### config.mk
export PLATFORM = sky130hd
export DESIGN_NAME = fetch_unit
export DESIGN_NICKNAME = d
export VERILOG_FILES = /design/src/rtl/fetch_unit_pkg.sv /design/src/rtl/fetch_unit_npc_mux.sv /design/src/rtl/fetch_unit.sv
export SDC_FILE = /design/constraint.sdc
export NUM_CORES = 1
export LEC_CHECK = 0
export BUFFER_PORTS_ARGS = -buffer_cell sky130_fd_sc_hd__buf_4
export CAP_MARGIN = 20
export CORE_ASPECT_RATIO = 1.2
export CORE_MARGIN = 10
export CORE_UTILIZATION = 37
export CTS_CLUSTER_DIAMETER = 150
export DETAILED_ROUTE_END_ITERATION = 7
export PLACE_DENSITY_LB_ADDON = 0.08
export REMOVE_ABC_BUFFERS = 1
export SKIP_CTS_REPAIR_TIMING = 1
export SLEW_MARGIN = 20
export SYNTH_ARGS = -nofsm -noshare
export SYNTH_HDL_FRONTEND = slang
export SYNTH_SLANG_ARGS = --single-unit
### constraint.sdc
create_clock -name clk -period 1.88 [get_ports clk]
set_input_delay 0.188 -clock clk [delete_from_list [all_inputs] [get_ports clk]]
set_output_delay 0.188 -clock clk [all_outputs]
set_load 0.1 [all_outputs]
### src/rtl/fetch_unit_pkg.sv
// Shared pipeline constants: reset/exception vectors, instruction-memory window,
// next-PC source encodings and exception codes.
package fetch_unit_pkg;

    localparam logic [31:0] RESET_PC_DEF = 32'h0000_3000;
    localparam logic [31:0] EXC_VEC_DEF  = 32'h0000_4180;
    localparam logic [31:0] IM_BASE_DEF  = 32'h0000_3000;
    localparam logic [31:0] IM_TOP_DEF   = 32'h0000_6FFC;

    typedef enum logic [1:0] {
        NPC_PC4 = 2'd0,
        NPC_BR  = 2'd1,
        NPC_J   = 2'd2,
        NPC_JR  = 2'd3
    } npc_sel_e;

    typedef enum logic [4:0] {
        EXC_NONE = 5'd0,
        EXC_ADEL = 5'd4,
        EXC_RI   = 5'd10
    } excode_e;

    // Misaligned or outside the instruction window; unsigned compares.
    function automatic logic fetch_addr_err(input logic [31:0] pc,
                                            input logic [31:0] base,
                                            input logic [31:0] top);
        return (pc[1:0] != 2'b00) || (pc < base) || (pc > top);
    endfunction

endpackage

### src/rtl/fetch_unit_npc_mux.sv
// Next-PC selection: purely combinational, fixed priority
// reset > exception > eret > stall > npc_sel source.
module npc_mux
    import fetch_unit_pkg::*;
#(
    parameter logic [31:0] RESET_PC = RESET_PC_DEF,
    parameter logic [31:0] EXC_VEC  = EXC_VEC_DEF
) (
    input  logic        reset,
    input  logic        en,
    input  logic        exc_req,
    input  logic        eret_req,
    input  logic [1:0]  npc_sel,
    input  logic [31:0] pc,
    input  logic [31:0] br_target,
    input  logic [31:0] j_target,
    input  logic [31:0] jr_target,
    input  logic [31:0] epc,
    output logic [31:0] npc
);

    logic [31:0] pc_plus4;
    logic [31:0] seq_npc;

    assign pc_plus4 = pc + 32'd4;

    // NOTE: every output of an always_comb gets a default first, so no path
    // leaves it unassigned and no latch is inferred.
    always_comb begin
        seq_npc = pc_plus4;
        case (npc_sel_e'(npc_sel))
            NPC_PC4: seq_npc = pc_plus4;
            NPC_BR:  seq_npc = br_target;
            NPC_J:   seq_npc = j_target;
            NPC_JR:  seq_npc = jr_target;
            default: seq_npc = pc_plus4;
        endcase
    end

    always_comb begin
        npc = seq_npc;
        if (reset)         npc = RESET_PC;
        else if (exc_req)  npc = EXC_VEC;
        else if (eret_req) npc = epc;
        else if (!en)      npc = pc;
    end

endmodule

### src/rtl/fetch_unit.sv
// Instruction fetch stage: PC and branch-delay-slot registers, zero-latency
// fetch with address-error detection (AdEL) that never stalls the PC.
module fetch_unit
    import fetch_unit_pkg::*;
#(
    parameter logic [31:0] RESET_PC = RESET_PC_DEF,
    parameter logic [31:0] EXC_VEC  = EXC_VEC_DEF,
    parameter logic [31:0] IM_BASE  = IM_BASE_DEF,
    parameter logic [31:0] IM_TOP   = IM_TOP_DEF
) (
    input  logic        clk,
    input  logic        reset,
    input  logic        en,
    input  logic [1:0]  npc_sel,
    input  logic [31:0] br_target,
    input  logic [31:0] j_target,
    input  logic [31:0] jr_target,
    input  logic        is_jump_D,
    input  logic        exc_req,
    input  logic        eret_req,
    input  logic [31:0] epc,
    input  logic [31:0] instr_in,
    output logic [31:0] im_addr,
    output logic [31:0] instr_F,
    output logic [31:0] pc_F,
    output logic [4:0]  excode_F,
    output logic        bd_F
);

    logic [31:0] pc_q, pc_d;
    logic        bd_q, bd_d;
    logic        addr_err;

    npc_mux #(
        .RESET_PC (RESET_PC),
        .EXC_VEC  (EXC_VEC)
    ) u_npc_mux (
        .reset     (reset),
        .en        (en),
        .exc_req   (exc_req),
        .eret_req  (eret_req),
        .npc_sel   (npc_sel),
        .pc        (pc_q),
        .br_target (br_target),
        .j_target  (j_target),
        .jr_target (jr_target),
        .epc       (epc),
        .npc       (pc_d)
    );

    // Redirects flush the delay-slot flag ahead of any load from decode.
    always_comb begin
        bd_d = bd_q;
        if (reset)                    bd_d = 1'b0;
        else if (exc_req || eret_req) bd_d = 1'b0;
        else if (en)                  bd_d = is_jump_D;
    end

    // NOTE: sequential state uses non-blocking assignments so every flop
    // samples its pre-edge inputs regardless of statement order.
    always_ff @(posedge clk) begin
        pc_q <= pc_d;
        bd_q <= bd_d;
    end

    assign addr_err = fetch_addr_err(pc_q, IM_BASE, IM_TOP);

    assign im_addr  = pc_q;
    assign pc_F     = pc_q;
    assign bd_F     = bd_q;
    assign excode_F = addr_err ? EXC_ADEL : EXC_NONE;
    assign instr_F  = addr_err ? 32'h0 : instr_in;

endmodule

Word-level counts from Yosys, hierarchy flattened
Index checks and enable logic that the tools add are counted.

operators by class
  add/subtract/negate cells = 1
  equal/unequal tests = 3
  $lt $le $gt $ge = 2
  mux-type cells = 6
  reduce and logical (&&, ||, !) cells = 9

operator list
  cell                     count
  $pmux W32 S4             1
  $mux W32                 3
  $add A32 B3 Y32 const B  1
  $gt A32 B15 Y1 const B   1
  $lt A32 B14 Y1 const B   1
  $mux W15                 1
  $eq A2 B2 Y1 const B     2
  $reduce_bool A2 Y1       2
  $reduce_or A2 Y1         2
  $logic_or A1 B1 Y1       3
  $mux W3                  1
  $reduce_bool A3 Y1       1
  $eq A2 B1 Y1 const B     1
  $logic_not A2 Y1         1

word-level totals
  bits of input ports = 168
  register bits = 33
  output and inout port bits = 102

Logic depth before layout (Yosys ltp)
Gate-level depths: netlist of run 1.

  word-level depth = 5
  gate-level depth with buffers = 7

Modules after synthesis
Synthesis of run 1 repeated with hierarchy kept, for this count alone.

second synthesis, totals
  cell total of the unflattened synthesis = 471
  area, all modules = 3876.2 sq um

modules (own cells, without submodules)
  module      sequential area each (sq um)  area an instance (sq um)  cells an instance  instances
  npc_mux     0.0                           2311.0                    347                1
  fetch_unit  660.6                         1565.3                    124                1

Worst setup path after synthesis of run 1
No wires, ideal clock.

  path type = reg2out
  start = reg pc_q[14], in the netlist im_addr[14]
  end = out instr_F[22]
  arrival = 2768 ps
  buffers on the path = 1
  stages on the path, launching flop included = 6
  slack = -1076 ps
  path through = dfxtp_1 > inv_1 > xnor2_1 > nor3_1 > clkbuf_1 > and2_1

on the way
  word-level cells in the longest chain between the ends = 4

ends and longest elaborated chain
  what                      line                  text
  start: declaration        fetch_unit.sv:30      logic [31:0] pc_q, pc_d;
  start signal: assignment  fetch_unit.sv:62      pc_q <= pc_d;
  $lt A32 B14 Y1            fetch_unit_pkg.sv:27  return (pc[1:0] != 2'b00) || (pc < base) || (pc > top);
  $logic_or A1 B1 Y1        fetch_unit_pkg.sv:27
  $logic_or A1 B1 Y1 (*)    fetch_unit_pkg.sv:27
  $mux W32 (*)              fetch_unit.sv:72      assign instr_F = addr_err ? 32'h0 : instr_in;
  end: declaration          fetch_unit.sv:24      output logic [31:0] instr_F,

Every way passes the cells marked *; elsewhere a longest branch is shown, timed or not.

==> impl_metrics.json, run 1 <==
{
  "ys_ff_latch": 33,
  "grt_pass1_wl_mm": 26.84,
  "synth_warnings": 0,
  "switching_power_mw": 1.707,
  "avgRoutedWirePerCell_um": 22.97,
  "layout_setup_ws_ns": -0.2800,
  "power_frac_comb_pct": 54.0,
  "grt-ovfl-total": 0,
  "p_int_mw": 2.159,
  "cp_top_family": "simple AND/OR/NAND/NOR gates",
  "critical-path-slowest-cell": "dfxtp_2",
  "power_density_nw_per_um2": 580.3,
  "period_needed_ns": 2.160,
  "synth_cells": 471,
  "fin_skew_ns": 0.009492,
  "wl_mm": 19.99,
  "pin_count": 270,
  "numPortBuffers": 265,
  "antennaDiodeCount": 0,
  "synthTopCellsByArea": "dfxtp_1, buf_4, mux2_2",
  "clk_latency_ns": 0.28,
  "layout-drive-gt1-share_pct": 57.83,
  "synthTopCellsByCount": "a21oi_1, buf_4, dfxtp_1",
  "clock-sinks": 33,
  "finalMaxSlewViolations": 0,
  "synth-edff-count": 0,
  "core_um2": 9467,
  "hold_viol": 0,
  "final_util_pct": 70.37,
  "drc_errors": 0,
  "criticalPathCategory": "flip-flop to primary output",
  "p_leak_nw": 3.006,
  "fmax_mhz": 463.0,
  "p_seq_share_pct": 20.3,
  "grt_util_all_layers_pct": 23.91,
  "worst-path-buf-inv": 3,
  "die_area_um2": 13960,
  "max-cap-violations": 0,
  "drt_pre_antenna_iters": 5,
  "fin_nets": 915,
  "crit_chain": "nor4_4, nand3_2, nor3_4, buf_6, clkbuf_16, and2_4, buf_12",
  "avgSynthCellArea_um2": 7.558,
  "grt_pass1_vias": 5088,
  "synth_cell_types": 59,
  "clockBufferDepth": 2,
  "grt_max_degree": 34,
  "final_antenna_net_count": 0,
  "vias": 4947,
  "critPathLaunchType": "flip-flop",
  "cp-end-kind": "primary output",
  "layout.cells.non_filler": 870,
  "dp_hpwl_mm": 14.87,
  "rsz0062_at_grt": "yes",
  "min_period_over_period_pct": 114.9,
  "post-place-ws_ns": -0.1368,
  "peakVddDrop_mv": 0.4011,
  "vias_per_cell": 5.686,
  "initial_core_util_pct": 37.60,
  "seq_area_frac_synth_pct": 18.56,
  "drt_iter0_markers": 340,
  "status": "finished, violations left",
  "synth_top_area_share_pct": 18.56,
  "gp_congestion": 0.9023,
  "arrival_ns": 1.97,
  "grt_antenna_before_repair": 0,
  "die-height_um": 127.4,
  "setup_violations": 33,
  "cts_tree": "yes",
  "die_w_um": 109.5,
  "placed_cells": 858,
  "worstHoldPathType": "input pin to flip-flop",
  "synth_top_area_cell": "dfxtp_1",
  "required_ns": 1.69,
  "synth-main-ff-cell": "dfxtp_1",
  "htreeDepth": 2,
  "critPathMaxFanout": 8,
  "syn_to_final_growth_pct": 87.14,
  "total_power_mw": 3.866,
  "cpPeakStageDelay_ns": 0.34,
  "path_clk_slew_ns": 0.06,
  "netlist_area_um2": 3560,
  "pwr-share-clk_pct": 25.6,
  "swShare_pct": 44.16,
  "failed_checks": "setup timing",
  "cts_root_buf": "clkbuf_16",
  "numCtsBuffers": 5,
  "rows": 39,
  "postSynth.asyncResetShare_pct": 0
}
==> flip-flops by register name (all words and copies together), names as in the netlist, named ones only <==
signal and count:
bd_F 1, im_addr 30
==> path summary, 6_finish.rpt <==
check,start,endpoint,slack [ns],cells after the start
hold reg to reg,bd_F,bd_F,0.53,2
setup / recovery,flip-flop,instr_F[10],-0.28,7
setup reg to reg,im_addr[17],im_addr[26],0.03,5
hold / removal,epc[9],im_addr[9],0.14,3
==> cells in the final DEF (no fill, tap or decap), types with 4 or more instances in the layout <==
cell type  synthesis  final
a211oi_1          13     13
a21o_1             6      6
and4_1             8      8
a21oi_1           37     37
nor2_1            22     21
nor3_1            13     12
dfxtp_2            0      6
conb_1             1      4
mux2i_1           10     10
and3_1             4      4
dfxtp_1           33     26
inv_1              7      7
nand4_1            5      5
mux2_2            20     19
buf_6              0      4
a221oi_1          14     14
o211ai_1           8      8
o221ai_1           4      4
o21ai_0           27     26
nand2_1           25     24
o31ai_1            6      6
xnor2_1            9      9
nor4_2             0      4
and2_4             0     32
nand3_1           14     13
mux4_2             5      5
xor2_1             5      5
buf_12             0     33
buf_4             37    298
nor4_1            12      6
clkbuf_16          0      7
nand2b_1           4      4
nor2b_1            5      5
or3_1              6      6
a31oi_1            5      5
==> layer usage <==
metal	vias up	track usage, %	wire (um)
met2	273	44.62	10540
met3	34	6.439	1972
li1	2286	-	-
met5	-	0	0
met1	2354	25.79	6962
met4	0	5.368	507
==> final cells by class <==
type	instances	area [um^2]
Timing Repair Buffer	337	2993
Fill cell	754	2805
Multi-Input combinational cell	360	2633
Sequential cell	33	671.9
Tap cell	123	153.9
Clock buffer	6	138.9
Clock inverter	2	37.54
Inverter	9	33.78
==> worst min-delay path, cell delays in order <==
cell,delay [ns]
buf_4,0.08
nand3_1,0.06
o41ai_1,0.06
==> metrics by stage <==
stage / TNS [ns] / hold slack [ns] / cell area, um^2
after CTS: -13.28 / 0.1372 / 6005
after floorplan: -118.05 / 0.2571 / 3154
final: -8.246 / 0.1364 / 6661
after global routing: -9.998 / 0.1471 / 6661
after detailed placement: -3.073 / 0.4220 / 5828
after global placement: -2.021 / 0.4158 / 5828
==> kinds of logic after synthesis <==
family / after synthesis / synth area share (%)
AOI/OAI and AO/OA: 143 / 26.61
other: 1 / 0.1053
muxes: 35 / 12.30
xor gates and xnor gates: 14 / 3.445
and+or+nand+nor: 163 / 25.98
adders and majority gates: 1 / 0.3514
DFF: 33 / 18.56
buffers and inverters: 81 / 12.65
==> power by group through the flow <==
stage                     registers, mW  clock network [mW]  logic [mW]
final                             0.785               0.991        2.09
after global routing              0.787                1.03        2.18
after CTS                         0.776                1.00        1.90
after detailed placement          0.791                   0        1.90
after global placement            0.788                   0        1.88
after floorplan                    1.39                   0       0.573
Power figures use the tool's default switching activity.
==> run 2, diff against run 1 <==
- CAP_MARGIN: 20 -> default
- CORE_UTILIZATION: 37 -> 41
- clock period: 1.88 -> 2.3 ns (I/O delays scaled with it)
==> run 2 against run 1 <==
The flow now finishes without violations; sequential power fell by 15%; largest cell class is now multi-input gates; die area is 8.1% lower; clock-buffer cell count unchanged.
==> impl_metrics.json, run 2 (synthesis gave the netlist of run 1 again) <==
{
  "final_util_pct": 69.30,
  "drt_pre_antenna_iters": 5,
  "multi_input_area_um2": 2501,
  "final.setup.tns_ns": 0,
  "antennaDiodeCount": 0,
  "syn_to_final_growth_pct": 65.83,
  "final_cell_mix": "buf_4, a21oi_1, and2_1, o21ai_0, dfxtp_1",
  "rr_endpoint": "im_addr[25]",
  "finalMaxSlewViolations": 0,
  "layout_commonest_cell": "buf_4",
  "power_density_nw_per_um2": 447.3,
  "post-place-ws_ns": 0.2057,
  "cp-end-kind": "primary output",
  "min_period_over_period_pct": 98.24,
  "rows": 37,
  "period_needed_ns": 2.260,
  "critPathMaxFanout": 8,
  "fin_worst_hold_slack_ns": 0.1669,
  "peakVddDrop_mv": 0.2860,
  "wl_mm": 18.19,
  "crit_chain": "nor4_4, nand3_1, nor3_4, buf_4, buf_6, and2_1, buf_8",
  "cts_tree": "yes",
  "status": "finished, final reports clean",
  "die_w_um": 105.1,
  "vias": 4716,
  "timing.rr.start": "im_addr[4]",
  "clk_latency_ns": 0.29,
  "fin_skew_ns": 0.009537,
  "clock-sinks": 33,
  "numPortBuffers": 265,
  "critPathLaunchType": "flip-flop",
  "pin_count": 270,
  "max-cap-violations": 0,
  "cpPeakStageDelay_ns": 0.36,
  "drt_iter0_markers": 315,
  "path_clk_slew_ns": 0.08,
  "seq_area_um2": 668.1,
  "reg2reg_depth": 5,
  "gp_congestion": 0.9492,
  "grt_pass1_wl_mm": 25.52,
  "grt_pass1_vias": 4888,
  "vias_per_cell": 5.751,
  "largest_reg_flops": 30,
  "initial_core_util_pct": 41.79,
  "arrival_ns": 2.03,
  "fmax_mhz": 442.6,
  "fillCellCount": 737,
  "dp_hpwl_mm": 13.74,
  "clockBufferDepth": 2,
  "numCtsBuffers": 5,
  "layout_setup_ws_ns": 0.04048,
  "drc_errors": 0,
  "cts_root_buf": "clkbuf_8",
  "min_path_cells": 3,
  "htreeDepth": 2,
  "required_ns": 2.07,
  "grt-ovfl-total": 0,
  "worst_hold_path.endpoint": "im_addr[9]",
  "die-height_um": 122.1,
  "core_um2": 8518,
  "min-delay-start": "epc[9]",
  "fin_nets": 871,
  "hold_viol": 0,
  "criticalPathCategory": "flip-flop to primary output",
  "critical-path-slowest-cell": "dfxtp_2",
  "grt_antenna_before_repair": 0,
  "avgRoutedWirePerCell_um": 22.19,
  "r2r_slack_ns": 0.27,
  "worstHoldPathType": "input pin to flip-flop",
  "p_leak_nw": 2.645,
  "layout-drive-gt1-share_pct": 49.50,
  "worst_slew_pin_slew_ns": 0.5748,
  "setup_violations": 0,
  "final_antenna_net_count": 0,
  "grt_max_degree": 34,
  "die_area_um2": 12820,
  "slew_headroom_pct": 61.33,
  "grt_util_all_layers_pct": 24.06
}
-- run 2: cell count changes in the layout (fill, tap and decap cells not counted), sizes merged --
| cell | delta |
|---|---|
| clkinv | +2 |
| buf | -42 |
| clkbuf | -2 |
| clkinvlp | -1 |
| bufinv | -1 |
-- run 2: layer usage --
layer | GRT usage (%) | part of all wire [%] | vias to the layer above
met3 | 7.765 | 8.5 | 29
met1 | 26.03 | 37 | 2235
met5 | 0 | 0 | -
li1 | - | - | 2199
met4 | 5.498 | 1.7 | 0
met2 | 44.63 | 53 | 253
-- run 2: cell type report --
type                       instances  share of cell area [%]
inverter                           9                  0.5723
multi-input combinational        360                   42.37
tap                              117                   2.480
clock buffer                       6                   1.229
clock inverter                     2                  0.1696
sequential                        33                   11.32
timing repair buffer             293                   41.86
-- run 2: stage by stage --
step / total power [mW] / cell area, um^2 / std cells
global route: 2.738 / 5903 / 820
detailed placement: 2.126 / 5470 / 807
CTS: 2.556 / 5553 / 815
finish: 2.640 / 5903 / 820
global placement: 2.112 / 5470 / 807
floorplan: 1.602 / 3154 / 402
-- run 2: critical path, delay by kind of cell, from the launching register on --
family                 cells  cell delay (ns)
DFF                        1             0.36
and+or+nand+nor            4             0.85
buffers and inverters      3             0.51
-- run 2: worst max path at each step --
| stage | start | end | slack, ns | cells past startpoint |
|---|---|---|---|---|
| 5_1_grt | im_addr[18] | instr_F[14] | -0.05 | 7 |
| 3_5_place_dp | im_addr[29] | instr_F[3] | 0.21 | 6 |
| 2_1_floorplan | im_addr[14] | instr_F[0] | -2.12 | 4 |
| 3_3_place_gp | im_addr[29] | instr_F[16] | 0.22 | 6 |
| 6_report | im_addr[31] | instr_F[21] | 0.04 | 7 |
| 4_1_cts | im_addr[29] | instr_F[3] | -0.12 | 6 |
-- run 2: where the power goes --
| group | leakage, nW | internal [mW] | switching [mW] |
|---|---|---|---|
| logic | 2.33 | 0.514 | 1.02 |
| registers | 0.274 | 0.605 | 0.0595 |
| clock network | 0.0450 | 0.210 | 0.230 |
